## src/rtl/vga_pkg.sv

```systemverilog
// Shared VGA frame-path definitions: active geometry, pixel and FIFO entry
// types, and the write-side input state encoding.
package vga_pkg;

    localparam int unsigned H_ACTIVE = 640;
    localparam int unsigned V_ACTIVE = 480;

    typedef logic [7:0] pixel_t;

    typedef struct packed {
        logic   sof;
        pixel_t pixel;
    } fifo_entry_t;

    typedef enum logic {
        WAIT_SOF,
        RUN
    } writer_state_e;

endpackage

```

## src/rtl/pixel_fifo.sv

```systemverilog
// Synchronous FIFO with registered storage, parameterised by depth (power of
// two) and entry type. Push is ignored when full, pop is ignored when empty;
// full is evaluated on the pre-pop occupancy.
module pixel_fifo
    import vga_pkg::*;
#(
    parameter int unsigned DEPTH   = 16,
    parameter type         entry_t = fifo_entry_t
) (
    input  logic   clk,
    input  logic   reset,
    input  logic   push,
    input  entry_t wr_entry,
    input  logic   pop,
    output entry_t rd_entry,
    output logic   full,
    output logic   empty
);

    localparam int unsigned PTR_W = $clog2(DEPTH);

    entry_t           mem [DEPTH];
    logic [PTR_W-1:0] wr_ptr;
    logic [PTR_W-1:0] rd_ptr;
    logic [PTR_W:0]   count;
    logic             do_push;
    logic             do_pop;

    assign full     = (count == (PTR_W+1)'(DEPTH));
    assign empty    = (count == '0);
    assign do_push  = push && !full;
    assign do_pop   = pop && !empty;
    assign rd_entry = mem[rd_ptr];

    // Storage array write; contents need no reset since occupancy gates reads.
    always_ff @(posedge clk) begin
        if (do_push) begin
            mem[wr_ptr] <= wr_entry;
        end
    end

    // Pointer and occupancy bookkeeping.
    always_ff @(posedge clk or negedge reset) begin
        if (!reset) begin
            wr_ptr <= '0;
            rd_ptr <= '0;
            count  <= '0;
        end else begin
            if (do_push) begin
                wr_ptr <= wr_ptr + PTR_W'(1);
            end
            if (do_pop) begin
                rd_ptr <= rd_ptr + PTR_W'(1);
            end
            case ({do_push, do_pop})
                2'b10:   count <= count + (PTR_W+1)'(1);
                2'b01:   count <= count - (PTR_W+1)'(1);
                default: count <= count;
            endcase
        end
    end

endmodule

```

## src/rtl/sdram_frame_writer.sv

```systemverilog
// Grayscale frame writer: buffers a sof-qualified pixel stream in a FIFO and
// issues single-pixel SDRAM writes in raster order from a frame base address.
// Optional double buffering is enabled by defining FRAME_DBUF_EN, which
// alternates the base between 0 and FRAME_PIXELS and adds the frame_sel port.
module sdram_frame_writer
    import vga_pkg::*;
#(
    parameter int unsigned FRAME_PIXELS = H_ACTIVE * V_ACTIVE,
    parameter int unsigned FIFO_DEPTH   = 16,
    parameter int unsigned ADDR_W       = 20
) (
    input  logic              clk,
    input  logic              reset,
    input  logic [7:0]        pix_data,
    input  logic              pix_valid,
    input  logic              pix_sof,
    output logic [ADDR_W-1:0] sdram_wr_addr,
    output logic [7:0]        sdram_wr_data,
    output logic              sdram_wr_enable,
    input  logic              sdram_waitrequest,
    input  logic              clear_err,
    output logic              frame_done,
    output logic              overflow,
    output logic              overrun
`ifdef FRAME_DBUF_EN
    ,
    output logic              frame_sel
`endif
);

    localparam logic [ADDR_W-1:0] LAST_IDX = ADDR_W'(FRAME_PIXELS - 1);

    writer_state_e     state;
    writer_state_e     state_next;
    fifo_entry_t       in_entry;
    fifo_entry_t       head;
    logic              fifo_full;
    logic              fifo_empty;
    logic              push;
    logic              pop;
    logic              overflow_set;
    logic              overrun_set;
    logic              accept;
    logic              discard;
    logic              frame_last;
    logic              drop;
    logic [ADDR_W-1:0] pcnt;
    logic [ADDR_W-1:0] idx;
    logic [ADDR_W-1:0] base;

    assign in_entry = '{sof: pix_sof, pixel: pix_data};

    pixel_fifo #(
        .DEPTH   (FIFO_DEPTH),
        .entry_t (fifo_entry_t)
    ) u_fifo (
        .clk      (clk),
        .reset    (reset),
        .push     (push),
        .wr_entry (in_entry),
        .pop      (pop),
        .rd_entry (head),
        .full     (fifo_full),
        .empty    (fifo_empty)
    );

    // Input state register.
    always_ff @(posedge clk or negedge reset) begin
        if (!reset) begin
            state <= WAIT_SOF;
        end else begin
            state <= state_next;
        end
    end

    // Input FSM: resync on sof, push while running, abort the frame on a full FIFO.
    always_comb begin
        state_next   = state;
        push         = 1'b0;
        overflow_set = 1'b0;
        case (state)
            WAIT_SOF: begin
                if (pix_valid && pix_sof) begin
                    if (fifo_full) begin
                        overflow_set = 1'b1;
                    end else begin
                        push       = 1'b1;
                        state_next = RUN;
                    end
                end
            end
            RUN: begin
                if (pix_valid) begin
                    if (fifo_full) begin
                        overflow_set = 1'b1;
                        state_next   = WAIT_SOF;
                    end else begin
                        push = 1'b1;
                    end
                end
            end
            default: state_next = WAIT_SOF;
        endcase
    end

    // Write side: present the FIFO head, or silently drop non-sof entries past frame end.
    always_comb begin
        discard         = !fifo_empty && drop && !head.sof;
        sdram_wr_enable = !fifo_empty && !discard;
        accept          = sdram_wr_enable && !sdram_waitrequest;
        pop             = accept || discard;
        overrun_set     = discard;
        idx             = head.sof ? '0 : pcnt;
        frame_last      = accept && (idx == LAST_IDX);
        sdram_wr_addr   = sdram_wr_enable ? (base + idx) : '0;
        sdram_wr_data   = sdram_wr_enable ? head.pixel : '0;
    end

    // Pixel counter, end-of-frame drop condition and frame_done pulse.
    always_ff @(posedge clk or negedge reset) begin
        if (!reset) begin
            pcnt       <= '0;
            drop       <= 1'b0;
            frame_done <= 1'b0;
        end else begin
            frame_done <= frame_last;
            if (frame_last) begin
                pcnt <= '0;
                drop <= 1'b1;
            end else if (accept) begin
                pcnt <= idx + ADDR_W'(1);
                drop <= 1'b0;
            end
        end
    end

    // Sticky error flags; a new error takes priority over clear_err.
    always_ff @(posedge clk or negedge reset) begin
        if (!reset) begin
            overflow <= 1'b0;
            overrun  <= 1'b0;
        end else begin
            if (overflow_set) begin
                overflow <= 1'b1;
            end else if (clear_err) begin
                overflow <= 1'b0;
            end
            if (overrun_set) begin
                overrun <= 1'b1;
            end else if (clear_err) begin
                overrun <= 1'b0;
            end
        end
    end

`ifdef FRAME_DBUF_EN
    localparam logic [ADDR_W-1:0] BUF1_BASE = ADDR_W'(FRAME_PIXELS);

    // Swap buffers on each completed frame and report the one just finished.
    always_ff @(posedge clk or negedge reset) begin
        if (!reset) begin
            base      <= '0;
            frame_sel <= 1'b0;
        end else if (frame_last) begin
            frame_sel <= (base != '0);
            base      <= (base == '0) ? BUF1_BASE : '0;
        end
    end
`else
    assign base = '0;
`endif

endmodule

```

## config.mk

```make
export PLATFORM = sky130hd
export DESIGN_NAME = sdram_frame_writer
export DESIGN_NICKNAME = d
export VERILOG_FILES = /design/src/rtl/vga_pkg.sv /design/src/rtl/pixel_fifo.sv /design/src/rtl/sdram_frame_writer.sv
export SDC_FILE = /design/constraint.sdc
export NUM_CORES = 1
export LEC_CHECK = 0
export CAP_MARGIN = 20
export CORE_MARGIN = 10
export CORE_UTILIZATION = 60
export CTS_CLUSTER_DIAMETER = 120
export DETAILED_ROUTE_END_ITERATION = 12
export PLACE_DENSITY = 0.77
export SLEW_MARGIN = 20
export SYNTH_ARGS = -nofsm -noshare
export SYNTH_HDL_FRONTEND = slang
export SYNTH_HIERARCHICAL = 1
export SYNTH_SLANG_ARGS = --single-unit
```

## constraint.sdc

```tcl
create_clock -name clk -period 11.69 [get_ports clk]
set_clock_uncertainty 0.15 [all_clocks]
set_input_delay 1.7535 -clock clk [delete_from_list [all_inputs] [get_ports clk]]
set_output_delay 1.7535 -clock clk [all_outputs]
set_load 0.03 [all_outputs]
```

==> results list <==
- The flow ran to the end, and the final reports show no timing, DRC or antenna violations.
- In this run the static leakage power is 3.381 nW.
- Most common flop cell mapped by yosys: edfxtp_1
- Fmax achieved: between 0.15 and 0.2 GHz
- Post-CTS Repair Setup Buffers: 0
* CP endpoint kind: output port
- Count of routing violations after the opening detailed-route iteration: about 560
* Area occupied by multi-input gates: between 2000 and 3000 um2
- Number of CTS-inserted buffers: 17
* Antenna viol nets, final: 0
- Vertical die dimension: 136.2 um
* Share of the synthesized area in the top cell type: between 50% and 60%
- Number of flops mapped to enable cells by yosys: 144
* FFs w/ async S/R, synth: 20.88%
- The worst path uses a little over half of the clock period.
* 1st-pass router iterations: 5
* Layer with the highest usage after global routing: met2
- Flop and latch count out of synthesis: 182
* Family with the most delay on the worst path: simple AND/OR/NAND/NOR gates
- On the critical path, the stage with the largest delay is an instance of dfrtp_1.
- The number of failing hold endpoints at the final stage was 0.
* Wire length of the first global-routing pass: 26990 um
- For this run, the post-layout net count is between 600 and 700.
- Summing all flip-flop and latch instances after layout gives 5276 um2.
- Area of the core: 13240 um2
- The initial utilization of the core area, before any placement, comes to ~61%.
* Largest net degree at the start of global routing: between 50 and 60
- At the worst endpoint, the arrival time is roughly 4.4 ns.
- Data on the critical path is required at its endpoint by 9.79 ns.
* Global Route met2 Usage: between 20 and 30%
* Final weighted congestion of routability-driven global placement: around 0.86
- In this run the cell area measured after placement is about 8700 um2.
* Total number of clock tree sinks: about 180
* Insertion delay to the later sink of the worst-skew pair: roughly 0.43 ns
- Synth cell count leaders: edfxtp_1 (144), dfrtp_1 (38), nand2_1 (38)
* Average size of a mapped cell: 14.45 um2
* Critical path startpoint category: flip-flop
* Worst slew slack as a fraction of its limit: approximately 28%
- Number of primary I/O pins: 46
- The number of global-route vias before repair was about 4900.
* Maximum fanout along the worst path: 23
- TritonCTS clock tree: built
- Syn nets: 586
- Summed over all layers, the global routing overflow is 0.
* Number of failing setup endpoints in the final timing report: 0
- Once layout is done, the placed cells without fillers occupy approximately 9300 um2.
- Setup repair after global routing left no endpoint under its margin.
- Met3 capacity usage during global routing: ~5%
- The floorplan step defined a die boundary enclosing 18560 um2.
- Syn Inst Count: 561
- Post-layout utilization of the core: a little over two thirds
* Library cell occupying the most area in the post-synthesis netlist: edfxtp_1
- Traced cell by cell, the critical path runs through nor2b_1 -> buf_4 -> a221oi_2 -> o21ai_0 -> nand2_1 -> and2b_1 -> nor2_1 -> and2_1 -> clkdlybuf4s50_1.
* Summed negative setup slack over all endpoints: 0 ns
- Global routing met1 resource utilization: around a quarter
- Total number of vias: about 4900
- Number of vias per cell after detailed routing: 6.155
- Number of antenna violations at the first check in global routing: 0
* Tightest hold margin: 0.3560 ns
- Total routed wirelength: between 15000 and 20000 um
* Worst-margin pin slew: between 1 and 1.5 ns
- DRC: 0
- Pwr per Cell Area: 239.7 nW/um2
* Delay of the slowest critical-path stage: between 0.9 and 1 ns
- Fill cell count: ~880
- The worst-case IR drop observed on VDD is about 0.17 mV.
- The floorplan step set the die width to 136.2 um.
- In this run the number of H-tree levels came out at 4.
* Kind of path behind the tightest hold check: reg2reg
- Fraction of layout cells with a size suffix above 1: 14.54%
- In this run, distinct cell masters in the synthesized netlist total between 60 and 70.
* Classification of the worst setup path: reg2out
- Post-detailed-placement half-perimeter wirelength: between 10000 and 15000 um
- Total count of max-transition violations in the final report: 0
* Most instantiated library cell after synthesis: edfxtp_1
- Post-cts hold buffer count: 0
- Dividing the detail-routed wire length by the instance count gives 20.83 um.
* Number of maximum-capacitance constraint violations: 0
- ANT cells: 0
- Quantity of gates resized following cts: 0
- Global-route usage over all layers: a little under a fifth
* Clock edge transition at the registers on the reported setup and hold paths: about 0.07 ns
* Floorplan row count: 42
* Mapped cell area: between 8000 and 9000 um2
* Number of buffer cells added on primary ports: 45
* Buffer levels on the longest clock path: 2
* Yosys warns: 6
- Syn-to-layout area delta: 14.82%
- The tree is rooted in a clkbuf_16.
* Synth top area cells: edfxtp_1 (53%), dfrtp_1 (12%), mux4_2 (5.0%)
- Sequential cells were found to cover between 60% and 70% of the synthesized design area.
- Minimum clock period after layout: about 6.3 ns
* WP buf/inv: 2
metrics by stage:
| stage | std cells | power [W] | setup slack (ns) |
|---|---|---|---|
| final | 795 | 0.002230 | 5.389 |
| after global placement | 763 | 0.001597 | 5.921 |
| after floorplan | 561 | 0.001404 | 7.217 |
| after global routing | 795 | 0.002342 | 4.983 |
| after detailed placement | 763 | 0.001630 | 5.852 |
| after CTS | 795 | 0.002242 | 5.341 |
layer usage:
| metal | routed length [um] | share of wire (%) |
|---|---|---|
| met5 | 0 | 0 |
| met4 | 288 | 1.7 |
| met1 | 6998 | 42 |
| met3 | 1077 | 6.5 |
| met2 | 8196 | 49 |
logic make-up (layout without fill, tap and decap cells):
kind of cell,after synthesis,after routing,share of synthesized area [%]
muxes,59,59,10.22
AOI/OAI and AO/OA,102,102,8.121
xor gates and xnor gates,10,10,1.081
DFF,182,182,65.09
buffers and inverters,41,99,2.655
adders and majority gates,11,11,1.791
and+or+nand+nor,156,156,11.04
cells in the final DEF (no fill, tap or decap), types with 3 or more instances in the layout:
cell / instances
edfxtp_1: 144
clkdlybuf4s50_1: 44
nand2_1: 38
dfrtp_1: 37
o21ai_0: 33
mux2i_1: 31
and2_1: 30
nor2_1: 22
a21oi_1: 22
mux4_2: 18
clkbuf_16: 17
inv_1: 15
nor3_1: 12
ha_1: 10
o21ai_1: 9
mux2_2: 9
a22oi_1: 9
nand4_1: 8
buf_4: 7
xnor2_1: 7
nor2b_1: 6
nand3_1: 6
a21o_1: 5
a221oi_1: 5
and2b_1: 4
inv_6: 4
a221oi_2: 4
and4b_1: 3
o22ai_1: 3
nor4_1: 3
bufinv_16: 3
inv_8: 3
xor2_1: 3
sequential cells by signal, summed over array words and instances (netlist names), 4 cells and up:
register,cells
u_fifo/mem,144
u_fifo/count,5
u_fifo/rd_ptr,4
pcnt,20
u_fifo/wr_ptr,4
power breakdown:
part | leakage, nW | internal, W | switching, W | total [W]
registers | 1.79 | 0.000772 | 0.0000724 | 0.000845
logic | 1.28 | 0.000324 | 0.000455 | 0.000779
clock network | 0.306 | 0.000347 | 0.000259 | 0.000606
path summary, 6_finish.rpt:
check,start,cells past startpoint,endpoint,slack [ns]
worst max-delay path,u_fifo/rd_ptr[1],9,sdram_wr_data[6],5.39
worst min-delay path,u_fifo/count[4],1,u_fifo/count[4],0.36
worst max register to register,u_fifo/rd_ptr[1],16,u_fifo/count[4],6.30
worst min register to register,u_fifo/count[4],1,u_fifo/count[4],0.36
max in group asynchronous,reset,1,u_fifo/rd_ptr[0],9.46
min in group asynchronous,reset,1,pcnt[3],1.30
cell type report:
class | instances | area share (%)
Timing Repair Buffer | 52 | 5.352
Sequential cell | 182 | 56.70
Clock inverter | 15 | 2.313
Inverter | 15 | 0.6051
Clock buffer | 17 | 4.572
Multi-Input combinational cell | 338 | 28.09
Tap cell | 176 | 2.367
Note: power is estimated with default switching activity, not from simulation.
